--- config.mk ---
export PLATFORM = sky130hd
export DESIGN_NAME = tail_light_ctrl_flat
export DESIGN_NICKNAME = d
export VERILOG_FILES = /design/src/rtl/tail_light_ctrl_if.sv /design/src/rtl/tail_light_ctrl.sv /design/src/flat_wrapper.sv
export SDC_FILE = /design/constraint.sdc
export NUM_CORES = 1
export LEC_CHECK = 0
export CORE_ASPECT_RATIO = 0.7
export CORE_UTILIZATION = 60
export DETAILED_ROUTE_END_ITERATION = 10
export PLACE_DENSITY = 0.81
export SLEW_MARGIN = 10
export SYNTH_ARGS = -nofsm -noshare
export SYNTH_HDL_FRONTEND = slang
export SYNTH_SLANG_ARGS = --single-unit
export TNS_END_PERCENT = 100
--- constraint.sdc ---
create_clock -name clk -period 7.2 [get_ports clk]
set_input_delay 1.44 -clock clk [delete_from_list [all_inputs] [get_ports clk]]
set_output_delay 1.44 -clock clk [all_outputs]
set_load 0.01 [all_outputs]
--- src/rtl/tail_light_ctrl_if.sv ---
// Switch-to-lamp bundle for tail_light_ctrl: raw switch inputs plus lamp and mode outputs.
// master drives the switches; slave (the controller) drives the lamps and mode.
interface tail_light_ctrl_if;
   logic       sw_left;
   logic       sw_right;
   logic       sw_hazard;
   logic       sw_brake;
   logic       LC;
   logic       LB;
   logic       LA;
   logic       RA;
   logic       RB;
   logic       RC;
   logic [1:0] mode;

   modport master (
      output sw_left, sw_right, sw_hazard, sw_brake,
      input  LC, LB, LA, RA, RB, RC, mode
   );

   modport slave (
      input  sw_left, sw_right, sw_hazard, sw_brake,
      output LC, LB, LA, RA, RB, RC, mode
   );
endinterface

--- src/rtl/tail_light_ctrl.sv ---
// Turn/hazard/brake tail-lamp controller: switch sync + optional debounce (TLC_DEBOUNCE_EN),
// step prescaler, hazard > turn > idle sequencer, registered lamp decode with brake overlay.
module tail_light_ctrl #(
   parameter int TICK_DIV = 12_500_000,
   parameter int DEB_LEN  = 16
) (
   input logic              clk,
   input logic              reset,
   tail_light_ctrl_if.slave bus
);
   localparam int PW = $clog2(TICK_DIV);

   typedef enum logic [3:0] {
      IDLE   = 4'd0,
      L1     = 4'd1,
      L2     = 4'd2,
      L3     = 4'd3,
      R1     = 4'd4,
      R2     = 4'd5,
      R3     = 4'd6,
      HZ_ON  = 4'd7,
      HZ_OFF = 4'd8
   } state_t;

   // bit order: 0 left, 1 right, 2 hazard, 3 brake
   logic [3:0]    sw_s;
   logic [3:0]    sync1_r;
   logic [3:0]    sync2_r;
   logic [3:0]    d_s;
   logic [PW-1:0] presc_r;
   logic          tick_s;
   state_t        state_r;
   state_t        next_state_s;
   logic          left_ok_s;
   logic          right_ok_s;
   logic [2:0]    left_lamps_s;   // {LC,LB,LA}
   logic [2:0]    right_lamps_s;  // {RC,RB,RA}
   logic [1:0]    mode_s;
   logic [2:0]    left_lamps_r;
   logic [2:0]    right_lamps_r;
   logic [1:0]    mode_r;

   assign sw_s = {bus.sw_brake, bus.sw_hazard, bus.sw_right, bus.sw_left};

   // Two-flop synchroniser for the asynchronous switch pins.
   always_ff @(posedge clk) begin
      if (reset) begin
         sync1_r <= 4'b0000;
         sync2_r <= 4'b0000;
      end else begin
         sync1_r <= sw_s;
         sync2_r <= sync1_r;
      end
   end

`ifdef TLC_DEBOUNCE_EN
   localparam int DW = $clog2(DEB_LEN + 1);

   logic [DW-1:0] deb_cnt_r [4];
   logic [3:0]    deb_r;

   // Accept a new level only after DEB_LEN consecutive disagreeing clocks.
   always_ff @(posedge clk) begin
      if (reset) begin
         deb_r <= 4'b0000;
         for (int i = 0; i < 4; i++) begin
            deb_cnt_r[i] <= {DW{1'b0}};
         end
      end else begin
         for (int i = 0; i < 4; i++) begin
            if (sync2_r[i] == deb_r[i]) begin
               deb_cnt_r[i] <= {DW{1'b0}};
            end else if (deb_cnt_r[i] == DW'(DEB_LEN - 1)) begin
               deb_r[i]     <= sync2_r[i];
               deb_cnt_r[i] <= {DW{1'b0}};
            end else begin
               deb_cnt_r[i] <= deb_cnt_r[i] + DW'(1);
            end
         end
      end
   end

   assign d_s = deb_r;
`else
   localparam int deb_len_unused = DEB_LEN;

   assign d_s = sync2_r;
`endif

   // Free-running step prescaler; never restarted by switch activity.
   always_ff @(posedge clk) begin
      if (reset) begin
         presc_r <= {PW{1'b0}};
      end else if (tick_s) begin
         presc_r <= {PW{1'b0}};
      end else begin
         presc_r <= presc_r + PW'(1);
      end
   end

   assign tick_s     = (presc_r == PW'(TICK_DIV - 1));
   assign left_ok_s  = d_s[0] & ~d_s[1];
   assign right_ok_s = d_s[1] & ~d_s[0];

   // Sequencer state register.
   always_ff @(posedge clk) begin
      if (reset) begin
         state_r <= IDLE;
      end else begin
         state_r <= next_state_s;
      end
   end

   // Next-state: only moves on tick; hazard wins, then a single held turn switch.
   always_comb begin
      next_state_s = state_r;
      if (tick_s) begin
         case (state_r)
            IDLE: begin
               if (d_s[2])          next_state_s = HZ_ON;
               else if (left_ok_s)  next_state_s = L1;
               else if (right_ok_s) next_state_s = R1;
               else                 next_state_s = IDLE;
            end
            L1: begin
               if (d_s[2])         next_state_s = HZ_ON;
               else if (left_ok_s) next_state_s = L2;
               else                next_state_s = IDLE;
            end
            L2: begin
               if (d_s[2])         next_state_s = HZ_ON;
               else if (left_ok_s) next_state_s = L3;
               else                next_state_s = IDLE;
            end
            R1: begin
               if (d_s[2])          next_state_s = HZ_ON;
               else if (right_ok_s) next_state_s = R2;
               else                 next_state_s = IDLE;
            end
            R2: begin
               if (d_s[2])          next_state_s = HZ_ON;
               else if (right_ok_s) next_state_s = R3;
               else                 next_state_s = IDLE;
            end
            L3, R3: begin
               if (d_s[2]) next_state_s = HZ_ON;
               else        next_state_s = IDLE;
            end
            HZ_ON: begin
               if (d_s[2]) next_state_s = HZ_OFF;
               else        next_state_s = IDLE;
            end
            HZ_OFF: begin
               if (d_s[2]) next_state_s = HZ_ON;
               else        next_state_s = IDLE;
            end
            default: next_state_s = IDLE;
         endcase
      end else begin
         next_state_s = state_r;
      end
   end

   // Lamp/mode decode of the upcoming state, brake lighting the non-turning side.
   always_comb begin
      left_lamps_s  = 3'b000;
      right_lamps_s = 3'b000;
      mode_s        = 2'b00;
      case (next_state_s)
         IDLE: begin
            left_lamps_s  = {3{d_s[3]}};
            right_lamps_s = {3{d_s[3]}};
            mode_s        = 2'b00;
         end
         L1, L2, L3: begin
            if (next_state_s == L1)      left_lamps_s = 3'b001;
            else if (next_state_s == L2) left_lamps_s = 3'b011;
            else                         left_lamps_s = 3'b111;
            right_lamps_s = {3{d_s[3]}};
            mode_s        = 2'b01;
         end
         R1, R2, R3: begin
            if (next_state_s == R1)      right_lamps_s = 3'b001;
            else if (next_state_s == R2) right_lamps_s = 3'b011;
            else                         right_lamps_s = 3'b111;
            left_lamps_s = {3{d_s[3]}};
            mode_s       = 2'b10;
         end
         HZ_ON: begin
            left_lamps_s  = 3'b111;
            right_lamps_s = 3'b111;
            mode_s        = 2'b11;
         end
         HZ_OFF: begin
            left_lamps_s  = {3{d_s[3]}};
            right_lamps_s = {3{d_s[3]}};
            mode_s        = 2'b11;
         end
         default: begin
            left_lamps_s  = 3'b000;
            right_lamps_s = 3'b000;
            mode_s        = 2'b00;
         end
      endcase
   end

   // Output registers.
   always_ff @(posedge clk) begin
      if (reset) begin
         left_lamps_r  <= 3'b000;
         right_lamps_r <= 3'b000;
         mode_r        <= 2'b00;
      end else begin
         left_lamps_r  <= left_lamps_s;
         right_lamps_r <= right_lamps_s;
         mode_r        <= mode_s;
      end
   end

   assign bus.LA   = left_lamps_r[0];
   assign bus.LB   = left_lamps_r[1];
   assign bus.LC   = left_lamps_r[2];
   assign bus.RA   = right_lamps_r[0];
   assign bus.RB   = right_lamps_r[1];
   assign bus.RC   = right_lamps_r[2];
   assign bus.mode = mode_r;
endmodule
--- src/flat_wrapper.sv ---
// flat-port wrapper written by rule: the top's interface ports become plain ports
module tail_light_ctrl_flat 
#(
   parameter int TICK_DIV = 12_500_000,
   parameter int DEB_LEN  = 16
)
  (clk, reset, bus_sw_left, bus_sw_right, bus_sw_hazard, bus_sw_brake, bus_LC, bus_LB, bus_LA, bus_RA, bus_RB, bus_RC, bus_mode);
  tail_light_ctrl_if bus_i ();
  input logic clk;
  input logic reset;
  input wire logic [$bits(bus_i.sw_left)-1:0] bus_sw_left;
  input wire logic [$bits(bus_i.sw_right)-1:0] bus_sw_right;
  input wire logic [$bits(bus_i.sw_hazard)-1:0] bus_sw_hazard;
  input wire logic [$bits(bus_i.sw_brake)-1:0] bus_sw_brake;
  output wire logic [$bits(bus_i.LC)-1:0] bus_LC;
  output wire logic [$bits(bus_i.LB)-1:0] bus_LB;
  output wire logic [$bits(bus_i.LA)-1:0] bus_LA;
  output wire logic [$bits(bus_i.RA)-1:0] bus_RA;
  output wire logic [$bits(bus_i.RB)-1:0] bus_RB;
  output wire logic [$bits(bus_i.RC)-1:0] bus_RC;
  output wire logic [$bits(bus_i.mode)-1:0] bus_mode;
  assign bus_i.sw_left = bus_sw_left;
  assign bus_i.sw_right = bus_sw_right;
  assign bus_i.sw_hazard = bus_sw_hazard;
  assign bus_i.sw_brake = bus_sw_brake;
  assign bus_LC = bus_i.LC;
  assign bus_LB = bus_i.LB;
  assign bus_LA = bus_i.LA;
  assign bus_RA = bus_i.RA;
  assign bus_RB = bus_i.RB;
  assign bus_RC = bus_i.RC;
  assign bus_mode = bus_i.mode;
  tail_light_ctrl #(.TICK_DIV(TICK_DIV), .DEB_LEN(DEB_LEN)) u_core (.clk(clk), .reset(reset), .bus(bus_i));
endmodule
* Yosys cells after proc, flatten, opt, wreduce, memory -nomap -nowiden
Cells that the tools add are included.
** Storage, ports and cells
- Bits of input ports :: 6
- Bits in registers :: 44
- Output and inout bits :: 8
** Cells by class
- Muxes and demuxes :: 22
- Reductions and logical operators :: 9
- Bitwise logic cells :: 4
- $add $sub $neg :: 1
- Equal/unequal tests :: 17
** Operators by type and width (count)
- 4-bit by 3-bit == test with 1-bit output (second input constant) :: 8
- 4-bit two-way mux :: 8
- 4-bit one-hot mux with 7 select lines :: 1
- 24-bit by 1-bit adder with 24-bit output (second input constant) :: 1
- 24-bit == test (second input constant) :: 1
- 3-bit two-way mux :: 8
- 3-bit one-hot mux with 3 select lines :: 2
- 4-bit by 2-bit == test with 1-bit output (second input constant) :: 4
- 5-bit OR reduction :: 2
- 3-bit OR reduction :: 3
- 4-bit by 1-bit == test with 1-bit output (second input constant) :: 2
- 4-bit == test (second input constant) :: 2
- 4-bit logical NOT :: 2
- 2-bit one-hot mux with 3 select lines :: 1
- 2-bit two-way mux :: 2
- 2-bit OR reduction :: 2
- 1-bit AND :: 2
- 1-bit NOT :: 2

* Logic depth before layout (Yosys ltp)
- Depth after elaboration :: 11
- Depth in mapped cells :: 9
- Gate-level depth less buffers :: 7

* Worst setup path before layout
No wires, ideal clock.
- Path type :: flip-flop to flip-flop
- From :: reg u_core.presc_r[0]
- To :: reg u_core.left_lamps_r[0]
- Stages on the path, launching flop included :: 8
- Slack :: 4.902 ns
- Arrival :: 2.192 ns
- Clock period less this slack :: 2.298 ns
- Path through :: dfxtp_1 -> ha_1 -> and3_1 -> nand4_1 -> nor2_2 -> mux2_2 -> or4_1 -> o311ai_0
** Between the ends
- Word-level cells in the longest chain between the ends :: 5
- Elaborated cells between the ends (all ways) :: 15
- Classes of those cells :: eq/ne: 9; mux: 3; reduce/logical: 3
** Ends and longest elaborated chain
- start: declaration :: line tail_light_ctrl.sv:30 : logic [PW-1:0] presc_r;
- start signal: assignment :: line tail_light_ctrl.sv:93 : presc_r <= {PW{1'b0}};
- start signal: assignment :: line tail_light_ctrl.sv:95 : presc_r <= {PW{1'b0}};
- start signal: assignment :: line tail_light_ctrl.sv:97 : presc_r <= presc_r + PW'(1);
- 24-bit == test * :: line tail_light_ctrl.sv:101 : assign tick_s = (presc_r == PW'(TICK_DIV - 1));
- 4-bit two-way mux * :: line tail_light_ctrl.sv:117 : if (tick_s) begin
- 4-bit == test (tied with other cells) :: line tail_light_ctrl.sv:169 : case (next_state_s)
- 5-bit OR reduction (no line) (tied with other cells)
- 3-bit one-hot mux with 3 select lines * :: line tail_light_ctrl.sv:169
- end signal: assignment :: line tail_light_ctrl.sv:214 : left_lamps_r <= left_lamps_s;
- end: declaration :: line tail_light_ctrl.sv:39 : logic [2:0] left_lamps_r;
Every way passes the cells marked *; elsewhere a longest branch is shown, timed or not.
A chain may end at the register's enable or synchronous reset.

* Worst setup path in the final report
- From :: in reset
- To :: reg u_core.presc_r[22]
** Between the ends
- Word-level cells in the longest chain between the ends :: 1
** Ends and longest elaborated chain
- start: declaration :: line flat_wrapper.sv:10 : input logic reset;
- 2-bit OR reduction (no line)
Every way passes these cells.

==> flow_metrics.tcl <==
set metrics [dict create \
    grt_max_degree 25 \
    critPathBufInv 1 \
    worstSetupPathType "input port to flop" \
    synthToLayoutAreaGrowth_pct 10.65 \
    drive_gt1_share_pct 7.660 \
    p_sw_share_pct 23.66 \
    p_switching_mw 0.1006 \
    clock_power_share_pct 37.1 \
    avgViaCountPerCell 5.817 \
    cts_root_buffer "clkbuf_8" \
    leakage_nw 0.7628 \
    crit_path_max_fanout 24 \
    finalMaxSlewViolations 0 \
    maxSlewHeadroom_pct 40.26 \
    critPathMaxStageDelay_ns 0.95 \
    hold_path_class "flop to flop" \
    port_buffers 13 \
    hpwl_um 2503 \
    critPathTopFamily "buffers and inverters" \
    powerDensity_nw_per_um2 192.3 \
    fin_crit_sh_pct 43.54 \
    synth-async-reset-ratio_pct 0 \
    clock.fmax_ghz 0.3190 \
    ioPinCount 14 \
    end_kind "flop" \
    antenna_found_initial 0 \
    setup_violations 0 \
    finalHoldWorstSlack_ns 0.4460 \
    synth_cells 225 \
    cts-htree-levels 2 \
    start_kind "input port" \
    fin_nets 241 \
    cts_buffers 5 \
    worst_slack_ns 4.065 \
    synth_warnings 0 \
    diodes 0 \
    synth.mux.area_fraction_pct 2.068 \
    cts_tree "built" \
    vias 1588 \
    start_util_pct 63.01 \
    cts_hold_buf 0 \
    worst-slew-pin-transition_ns 0.8961 \
    synthFlopType "dfxtp_1" \
    grtUsageTotal_pct 21.92 \
    crit_arrival_ns 3.29 \
    synth_edf_count 0 \
    synth_fp_nets 232 \
    required_ns 7.35 \
    yosysSeqAreaShare_pct 44.11 \
    synth_xor_area_share_pct 9.649 \
    num_rows 17 \
    cts_resized 0 \
    synth_compound_area_share_pct 12.09 \
    run_status "completed" \
    drc 0 \
    synth_top_family_by_area "simple AND/OR/NAND/NOR gates" \
    slowest_stage "clkdlybuf4s50_1" \
    firstDrtPassIters 4 \
    p_int_mw 0.3244 \
    drt_iter0_drc 130 \
    place_ws_ns 3.749 \
    regToRegSetupSlack_ns 4.55 \
    vdd_drop_max_mv 0.1128 \
    clk_latency_ns 0.30 \
    p_seq_share_pct 58.8 \
    combinationalPowerShare_pct 4.1 \
    dieArea_um2 3567 \
    fin_setup_tns_ns 0 \
    synthAdderAreaFrac_pct 0.6266 \
    synthSimpleGateAreaFrac_pct 27.38 \
    clkTransAtPathRegs_ns 0.09 \
    ys_ff_latch 44 \
    skew_ns 0.009672 \
    die_y_um 50.27 \
    gp_congestion 0.9386 \
    maxCapViolCount 0 \
    clockBufferDepth 2 \
    grt_pass1_wl_um 5968 \
    coreArea_um2 3169 \
    syn_area_um2 1997 \
    grt_pass1_vias 1275 \
    syn_area_per_cell_um2 8.875 \
    period_minus_slack_ns 3.135 \
    cts_sinks 44 \
    grt_setup_unrepaired "no" \
    routedWlPerCell_um 13.03 \
    hold_viol 0 \
    yosysUniqueCellTypes 51 \
    post-cts-setup-buffer-count 0 \
    ant_nets 0 \
    wirelength_um 3556 \
    die_w_um 70.96 \
    worstPathCellList "clkdlybuf4s50_1, nand2b_1, nor2_1" \
    grt-ovfl-total 0 \
]
==> logic make-up after synthesis <==
logic type / Yosys count
xor+xnor: 22
compound gates: 33
flops: 44
simple gates: 103
fa+ha+maj: 1
buf+inv: 18
mux: 4
==> sequential cells by signal (all words and copies together) (netlist names) <==
register and cells:
u_core.bus.mode 2, u_core.d_s 4, u_core.sync1_r 4, u_core.right_lamps_r 3
u_core.state_r 4, u_core.presc_r 24, u_core.left_lamps_r 3
==> Yosys cell counts, types with 2 or more instances <==
master | number | area share (%)
o211ai_1 | 2 | 0.75
or3_1 | 4 | 1.3
o31ai_1 | 2 | 0.75
dfxtp_1 | 44 | 44
nand2b_1 | 2 | 0.63
o22ai_1 | 2 | 0.63
nor4_1 | 2 | 0.63
and4_1 | 2 | 0.88
a211oi_1 | 2 | 0.75
inv_1 | 7 | 1.3
xor2_1 | 8 | 3.5
buf_2 | 5 | 1.3
and3_1 | 4 | 1.3
a21oi_1 | 5 | 1.3
or2_2 | 2 | 0.63
nand3_1 | 10 | 2.5
nand4_1 | 3 | 0.94
a31oi_1 | 4 | 1.3
o21ai_0 | 4 | 1.0
xnor2_1 | 14 | 6.1
clkbuf_1 | 5 | 0.94
nand2_1 | 8 | 1.5
o311ai_1 | 2 | 0.88
nor3_1 | 5 | 1.3
nor2b_1 | 11 | 3.4
nor2_1 | 39 | 7.3
mux2i_1 | 3 | 1.5
==> worst reg2reg max path, delay by kind of cell, from the launching register on <==
kind | cells | cell delay (ns)
AO/OA/AOI/OAI | 1 | 0.12
multiplexers | 1 | 0.43
flip-flops | 1 | 0.38
adder cells (fa/ha/maj) | 1 | 0.22
AND/OR/NAND/NOR | 4 | 1.40
==> per-layer routing <==
metal / vias up / GRT usage, % / routed length, µm
met5: - / 0 / 0
met4: 0 / 6.333 / 40
met3: 7 / 6.827 / 318
met2: 60 / 29.33 / 1391
met1: 724 / 33.29 / 1806
li1: 797 / - / -
==> final timing paths <==
path / from / endpoint / depth (start not counted)
min: u_core.sync1_r[1] / u_core.d_s[1] / 1
min reg2reg: u_core.sync1_r[1] / u_core.d_s[1] / 1
max reg2reg: u_core.presc_r[0] / u_core.left_lamps_r[0] / 7
max: reset / u_core.presc_r[22] / 3
==> cell usage in the layout, fill, tap and decap left out, types with 3 or more instances in the layout <==
cell,n
dfxtp_1,44
nor2_1,39
xnor2_1,14
clkdlybuf4s50_1,13
nor2b_1,11
nand3_1,10
nand2_1,8
xor2_1,8
inv_1,7
nor3_1,5
a21oi_1,5
clkbuf_8,5
and3_1,4
or3_1,4
a31oi_1,4
o21ai_0,4
nand4_1,3
mux2i_1,3
==> power groups by stage <==
| stage | registers [mW] | logic [mW] | clock network, mW |
|---|---|---|---|
| after floorplan | 0.256 | 0.0108 | 0 |
| after global placement | 0.256 | 0.0170 | 0 |
| after detailed placement | 0.256 | 0.0174 | 0 |
| after CTS | 0.250 | 0.0174 | 0.160 |
| after global routing | 0.251 | 0.0198 | 0.170 |
| final | 0.250 | 0.0174 | 0.158 |
==> cell type report <==
class | count | area, µm²
clock inverter | 3 | 21.27
sequential | 44 | 880.8
fill | 249 | 959.7
tap | 38 | 47.55
clock buffer | 5 | 68.82
multi-input combinational | 163 | 1035
timing repair buffer | 13 | 130.1
inverter | 7 | 26.28
==> through the flow <==
stage | instances | total power [mW] | instance area (µm²) | utilization (%)
detailed placement | 265 | 0.2731 | 2120 | 66.88
CTS | 273 | 0.4270 | 2210 | 69.72
floorplan | 225 | 0.2664 | 1997 | -
global route | 273 | 0.4406 | 2210 | 69.72
finish | 273 | 0.4250 | 2210 | 69.72
global placement | 265 | 0.2726 | 2120 | 66.88
Note: power is estimated with default switching activity, not from simulation.
